--- src/rtl/rgb_led_sequencer.sv ---
// rgb_led_sequencer: steps the RGB PWM driver's colour inputs through a small palette of
//   colour/hold entries, optionally cross-fading, advancing only on the driver's frame pulse.
// Latency: start -> LOAD on the next edge; colour updates land one clk after the sync_i cycle
//   (or on the LOAD edge when fades are compiled out). No backpressure: start while busy is dropped.
// Ports:
//   clk, rst          system clock (shared with the PWM driver), async active-high reset
//   sync_i            PWM start-of-cycle pulse, one clk wide per frame
//   start, stop, loop sequence control (stop wins over start), loop level selects wrap vs finish
//   len               number of active entries, latched at start, clamped to ENTRIES
//   wr_en/wr_addr/wr_color/wr_hold  palette write port, accepted in every state
//   rcolor_o/gcolor_o/bcolor_o      registered colour to the PWM driver
//   idx_o, busy, done current entry, not-idle flag, completion pulse
// Build option: RGB_SEQ_FADE_EN adds the FADE state (1 LSB per frame linear ramps);
//   without it LOAD writes the target colour straight to the outputs.
module rgb_led_sequencer #(
    parameter int  ENTRIES = 8,
    parameter int  HOLD_W  = 8,
    localparam int AW      = $clog2(ENTRIES)
) (
    input  logic              clk,
    input  logic              rst,
    input  logic              sync_i,
    input  logic              start,
    input  logic              stop,
    input  logic              loop,
    input  logic [AW:0]       len,
    input  logic              wr_en,
    input  logic [AW-1:0]     wr_addr,
    input  logic [23:0]       wr_color,
    input  logic [HOLD_W-1:0] wr_hold,
    output logic [7:0]        rcolor_o,
    output logic [7:0]        gcolor_o,
    output logic [7:0]        bcolor_o,
    output logic [AW-1:0]     idx_o,
    output logic              busy,
    output logic              done
);

    localparam logic [AW:0] LEN_MAX = (AW+1)'(ENTRIES);

`ifdef RGB_SEQ_FADE_EN
    typedef enum logic [1:0] {IDLE, LOAD, FADE, HOLD} state_t;
`else
    typedef enum logic [1:0] {IDLE, LOAD, HOLD} state_t;
`endif

    // ------------------------------------------------------------------
    // Palette storage. Deliberately unreset: software must program an
    // entry before the sequencer is pointed at it.
    // ------------------------------------------------------------------
    logic [23:0]       pal_color [ENTRIES];
    logic [HOLD_W-1:0] pal_hold  [ENTRIES];

    always_ff @(posedge clk) begin
        if (wr_en) begin
            pal_color[wr_addr] <= wr_color;
            pal_hold[wr_addr]  <= wr_hold;
        end
    end

    // ------------------------------------------------------------------
    // Sequencer state
    // ------------------------------------------------------------------
    state_t            state,    state_n;
    logic [AW-1:0]     idx,      idx_n;
    logic [AW:0]       len_q,    len_n;
    logic [23:0]       color,    color_n;
    logic [HOLD_W-1:0] hold_cnt, hold_n;
    logic              done_q,   done_n;
    logic [AW:0]       idx_inc;

    // Widened so that idx+1 == len_q is representable when idx is the last entry.
    assign idx_inc = {1'b0, idx} + (AW+1)'(1);

`ifdef RGB_SEQ_FADE_EN
    logic [23:0] tgt, tgt_n;
    logic [23:0] stepped;

    // One LSB toward the target; equal channels stay put, so a channel can
    // never overshoot its target.
    function automatic logic [7:0] step_chan(input logic [7:0] cur, input logic [7:0] goal);
        logic [7:0] res;
        res = cur;
        if (cur < goal) begin
            res = cur + 8'd1;
        end else if (cur > goal) begin
            res = cur - 8'd1;
        end
        return res;
    endfunction

    assign stepped = {step_chan(color[23:16], tgt[23:16]),
                      step_chan(color[15:8],  tgt[15:8]),
                      step_chan(color[7:0],   tgt[7:0])};
`endif

    always_comb begin
        state_n = state;
        idx_n   = idx;
        len_n   = len_q;
        color_n = color;
        hold_n  = hold_cnt;
        done_n  = 1'b0;
`ifdef RGB_SEQ_FADE_EN
        tgt_n   = tgt;
`endif
        if (stop) begin
            // Abort freezes colour, index and counters; only the state moves.
            state_n = IDLE;
        end else begin
            case (state)
                IDLE: begin
                    if (start && (len != '0)) begin
                        idx_n   = '0;
                        len_n   = (len > LEN_MAX) ? LEN_MAX : len;
                        state_n = LOAD;
                    end
                end
                LOAD: begin
                    // The hold count is captured here; in fade builds it then
                    // sits untouched through FADE until HOLD starts using it.
                    hold_n = pal_hold[idx];
`ifdef RGB_SEQ_FADE_EN
                    tgt_n   = pal_color[idx];
                    state_n = FADE;
`else
                    color_n = pal_color[idx];
                    state_n = HOLD;
`endif
                end
`ifdef RGB_SEQ_FADE_EN
                FADE: begin
                    if (sync_i) begin
                        color_n = stepped;
                        // An entry whose target already matches still spends
                        // one frame here before entering HOLD.
                        if (stepped == tgt) begin
                            state_n = HOLD;
                        end
                    end
                end
`endif
                HOLD: begin
                    if (sync_i) begin
                        if (hold_cnt != '0) begin
                            hold_n = hold_cnt - HOLD_W'(1);
                        end else if (idx_inc < len_q) begin
                            idx_n   = idx_inc[AW-1:0];
                            state_n = LOAD;
                        end else if (loop) begin
                            idx_n   = '0;
                            state_n = LOAD;
                        end else begin
                            done_n  = 1'b1;
                            state_n = IDLE;
                        end
                    end
                end
                default: begin
                    state_n = IDLE;
                end
            endcase
        end
    end

    always_ff @(posedge clk or posedge rst) begin
        if (rst) begin
            state    <= IDLE;
            idx      <= '0;
            len_q    <= '0;
            color    <= '0;
            hold_cnt <= '0;
            done_q   <= 1'b0;
`ifdef RGB_SEQ_FADE_EN
            tgt      <= '0;
`endif
        end else begin
            state    <= state_n;
            idx      <= idx_n;
            len_q    <= len_n;
            color    <= color_n;
            hold_cnt <= hold_n;
            done_q   <= done_n;
`ifdef RGB_SEQ_FADE_EN
            tgt      <= tgt_n;
`endif
        end
    end

    assign rcolor_o = color[23:16];
    assign gcolor_o = color[15:8];
    assign bcolor_o = color[7:0];
    assign idx_o    = idx;
    assign busy     = (state != IDLE);
    assign done     = done_q;

endmodule

--- config.mk ---
export PLATFORM = sky130hd
export DESIGN_NAME = rgb_led_sequencer
export DESIGN_NICKNAME = d
export VERILOG_FILES = /design/src/rtl/rgb_led_sequencer.sv
export SDC_FILE = /design/constraint.sdc
export NUM_CORES = 1
export LEC_CHECK = 0
export CELL_PAD_IN_SITES_DETAIL_PLACEMENT = 1
export CELL_PAD_IN_SITES_GLOBAL_PLACEMENT = 2
export CORE_ASPECT_RATIO = 1.4
export CORE_MARGIN = 3
export CORE_UTILIZATION = 47
export CTS_BUF_LIST = sky130_fd_sc_hd__clkbuf_8
export DETAILED_ROUTE_END_ITERATION = 8
export PLACE_DENSITY = 0.82
export SYNTH_ARGS = -nofsm -noshare
export SYNTH_HDL_FRONTEND = slang
export SYNTH_SLANG_ARGS = --single-unit
--- constraint.sdc ---
create_clock -name clk -period 3.7 [get_ports clk]
set_input_delay 0.74 -clock clk [delete_from_list [all_inputs] [get_ports clk]]
set_output_delay 0.74 -clock clk [all_outputs]
set_load 0.02 [all_outputs]
After elaboration in Yosys (flattened, before gate mapping):

Memory sizes are Yosys's and may differ from the RTL's. A register that Yosys moved wholly into a read port is not among the register bits.
Cells that the tools add are included.

* memories kept: 2
* register bits: 18
* word-level logic and storage cells: 59
* output and inout port bits: 29
* RAM bits: 256

* add/sub/neg operators: 2
* $lt $le $gt $ge: 2
* mux-type cells: 25
* bitwise logic cells: 1
* reductions and logical operators: 12
* equal/unequal tests: 10

Memory list
* pal_color: words 8, bits a word 24, rd ports 1, clocked after memory_dff 1, wr ports 1, RTL line 51 `logic [23:0] pal_color [ENTRIES];`
* pal_hold: words 8, bits a word 8, rd ports 1, clocked after memory_dff 0, wr ports 1, RTL line 52 `logic [HOLD_W-1:0] pal_hold [ENTRIES];`

Operators by type and width (count)
* 2-to-1 mux 8 bit: 2
* one-hot mux 8 bit (2 select lines): 1
* 2-to-1 mux 3 bit: 5
* != test 3 bit (second input constant): 4
* 2-to-1 mux 1 bit: 10
* 2-to-1 mux 2 bit: 4
* != test 2 bit (second input constant): 4
* nonzero test 8 bit: 1
* subtractor 8 x 1 -> 8 bit (second input constant): 1
* one-hot mux 2 bit (3 select lines): 1
* one-hot mux 3 bit (2 select lines): 1
* AND reduction 3 bit: 2
* AND reduction 6 bit: 1
* nonzero test 2 bit: 3
* adder 3 x 1 -> 4 bit (second input constant): 1
* greater-than comparator 4 bit (second input constant): 1
* < comparator 4 bit: 1
* 2-to-1 mux 4 bit: 1
* AND reduction 4 bit: 1
* nonzero test 4 bit: 1
* == test 2 x 1 -> 1 bit (second input constant): 1
* == test 2 bit (second input constant): 1
* zero test 2 bit: 1
* AND reduction 2 bit: 1
* other kinds (2): 2

Logic depth before layout (Yosys ltp):

* depth in word-level cells: 7
* mapped depth: 9

Least setup slack after synthesis:

No wires, ideal clock.

* path type: input port to flip-flop
* start: input wr_addr[1]
* end: memory pal_color[0][0], enable pin
* setup time: 0.461 ns
* arrival time: 3.125 ns
* data required time: 3.239 ns
* cell stages on the path: 2
* setup slack: 0.114 ns
* cell sequence: nand2b_1 -> nor3_1

RTL lines
* from (decl): RTL line 28 `input logic [AW-1:0] wr_addr,`
* to (decl): RTL line 51

Straight into the memory's write port.

Worst setup path after layout:

* start: register idx[1] (netlist: idx_o[1])
* end: output idx_o[1]

RTL lines
* from (decl): RTL line 65 `logic [AW-1:0] idx, idx_n;`
* from (signal assigned): RTL line 179 `idx <= idx_n;`
* to (decl): RTL line 34 `output logic [AW-1:0] idx_o,`

No word-level cell between the ends.

==> results.md <==
* DR pass1 iterations at 5
* Clock Latency Late Sink at 0.57 ns
* Peak VDD IR at 0.000318 V
* FP Rows at 67
* Max Buffers Root-to-Sink at 3
* Die Ht at 192 µm
* DRT Wirelength at 25200 µm
* Gr busiest metal: met2
* Pins Over Slew Limit at 0
* Share of layout cells above drive strength 1 at between 20 and 25%
* Largest fanout on the critical path at 65
* Post-cts hold buffer count at 0
* Root buffer cell: clkbuf_8
* Clk_skew at about 0.025 ns
* Clock sink count at 298
* Final-layout fill cell count at 2164
* Fmax at around 310 MHz
* Critical path capture point type: output pin
* Hold_ws at 0.547 ns
* Synth Cell Area at 11600 µm²
* Inst Count DP at between 900 and 1000
* Final hold vios at 0
* Top post-synthesis cells by count: edfxtp_1, nand2_1, mux4_2
* Seq/Total Area, Yosys at 75.5%
* Async set or reset register ratio after synthesis at between 10% and 20%
* Grt ovf at 0
* CTS H-tree depth at 2
* Synth area leaders: edfxtp_1, mux4_2, dfrtp_1
* Setup TNS at 0 ns
* Post-synth cell types at 54
* PwrDens at 564 nW/µm²
* Nets at 773
* Clock period minus worst slack at 3.19 ns
* Met3 Usage GRT at 3.54%
* Core Area at between 20000 and 25000 µm²
* CTS tree: yes
* Final setup vio count at 0
* Die Wd at 139 µm
* Pin count of the biggest net entering global routing at 66
* Max_cap viols at 0
* Ys Warns at 0
* First-pass GRT wire length at 40200 µm
* Antenna violations before repair at 0
* Arr. time, crit path at 2.45 ns
* Leakage at 4.55 nW
* Tcrit/Tclk final at 86.3%
* Per-cell routed wire length at 23.6 µm
* Count leader, synth: edfxtp_1
* RePlAce Congestion at 0.760
* Reg clk slew, reported paths at ~0.06 ns
* GRT Total Usage at about a fifth
* Vias/cell at 5.69
* I/O Pins at 75
* Antenna Nets Post-Route at 0
* Flops & latches, synth at 298
* Type of the most critical hold path: reg2reg
* Via Count at 6076
* Mapped Cells at between 600 and 700
* Total CTS buffers at 44
* Met1 Track Usage GR at 25.2%
* Worst EP required at 2.96 ns
* CP Launch Type: flip-flop
* Port-buffer cells at 74
* Area Overhead vs Synth at 17.8%
* Worst slew margin at between 30% and 40%
* RSZ-0062 raised after global routing: false
* Synth top area share at roughly 66%
* Biggest area consumer among synthesized cells: edfxtp_1
* Kind of critical path: reg2out
* Die footprint at 26600 µm²
* Vias in the first global route at just under 7000
* Mean Syn Cell Area at 18.9 µm²
* Post-DP HPWL at 15000 µm
* Total chip power at 7.70 mW
* Synthesized Nets at ~660
* 1st-iter DRT viols at 403
* Final std cells w/o fill at roughly 1100
* DRC at 0
* Post_cts resized at 0
* Number of synthesized flops with an enable pin at 256
* Post-CTS Setup Bufs at 0
* Status: complete, no violations
* Worst slew pin tran at 0.989 ns
* Main flop type after synthesis: edfxtp_1
* Initial core utilization at 48.1%
* Ant diodes at 0
* M2 GR Usage at 35.1%
[layer usage]
layer / up-vias / share of wire, %
met4: 0 / 1.7
li1: 2671 / -
met2: 149 / 53
met3: 35 / 4.4
met5: - / 0
met1: 3221 / 41
[cells by family (layout without fill, tap and decap cells)]
logic type                 Yosys count  in the layout  synth area share [%]
muxes                               70             70                  13.0
adders and majority gates            6              6                 0.648
buffers and inverters               39            184                  1.63
AOI/OAI and AO/OA                   61             61                  3.56
xor gates and xnor gates             1              1                0.0757
and+or+nand+nor                    137            137                  5.59
DFF                                298            298                  75.5
[power breakdown]
part | leakage [nW] | internal [mW] | switching [mW]
Sequential | 2.82 | 3.90 | 0.185
Clock | 0.519 | 1.36 | 1.21
Combinational | 1.22 | 0.511 | 0.532
[state kept, by name, summed over array words and instances (netlist names)]
register,count
pal_color,192
pal_hold,64
color,24
hold_cnt,8
len_q,4
idx_o,3
state,2
done,1
[cells in the final DEF (no fill, tap or decap), drive strengths merged, types with 3 or more instances in the layout]
cell type	synthesis	layout
nand2b	6	6
nand2	65	65
buf	18	17
edfxtp	256	256
mux2	5	5
o22ai	4	4
a21oi	5	5
clkinv	1	9
dfrtp	42	42
inv	10	31
nor2b	3	3
nor3	3	3
clkdlybuf4s50	0	74
o21ai	9	9
clkbuf	10	52
nor2	36	36
nand3	5	5
ha	6	6
a31oi	26	26
nor4	4	4
mux4	64	64
[layout make-up]
class	count	area (µm²)	area share, %
clock buffers	52	716	5.25
inverters	11	41.3	0.303
well taps	310	388	2.84
flip-flops and latches	298	8740	64.1
clock inverters	30	159	1.17
repair buffers	91	881	6.46
multi-input cells	275	2710	19.9
[through the flow]
stage | utilization (%) | setup slack [ns] | area (µm²)
floorplan | - | 0.114 | 11600
global placement | 53.1 | 0.912 | 12800
detailed placement | 53.1 | 0.876 | 12800
CTS | 56.7 | 0.415 | 13600
global route | 56.7 | 0.358 | 13600
finish | 56.7 | 0.507 | 13600
[worst paths after layout]
check	startpoint	end	slack [ns]	cells after the start
max in group asynchronous	rst	color[10]	2.32	3
min reg2reg	len_q[0]	len_q[0]	0.55	1
max reg2reg	idx_o[0]	idx_o[1]	0.90	7
min in group asynchronous	rst	color[21]	0.61	2
min	len_q[0]	len_q[0]	0.55	1
max	idx_o[1]	idx_o[1]	0.51	2
[worst max-delay path, stage by stage (launching register included)]
cell             delay [ns]
dfrtp_2                0.37
buf_4                  0.77
clkdlybuf4s50_1        0.76
No activity file was read; power rests on OpenSTA's default activity.
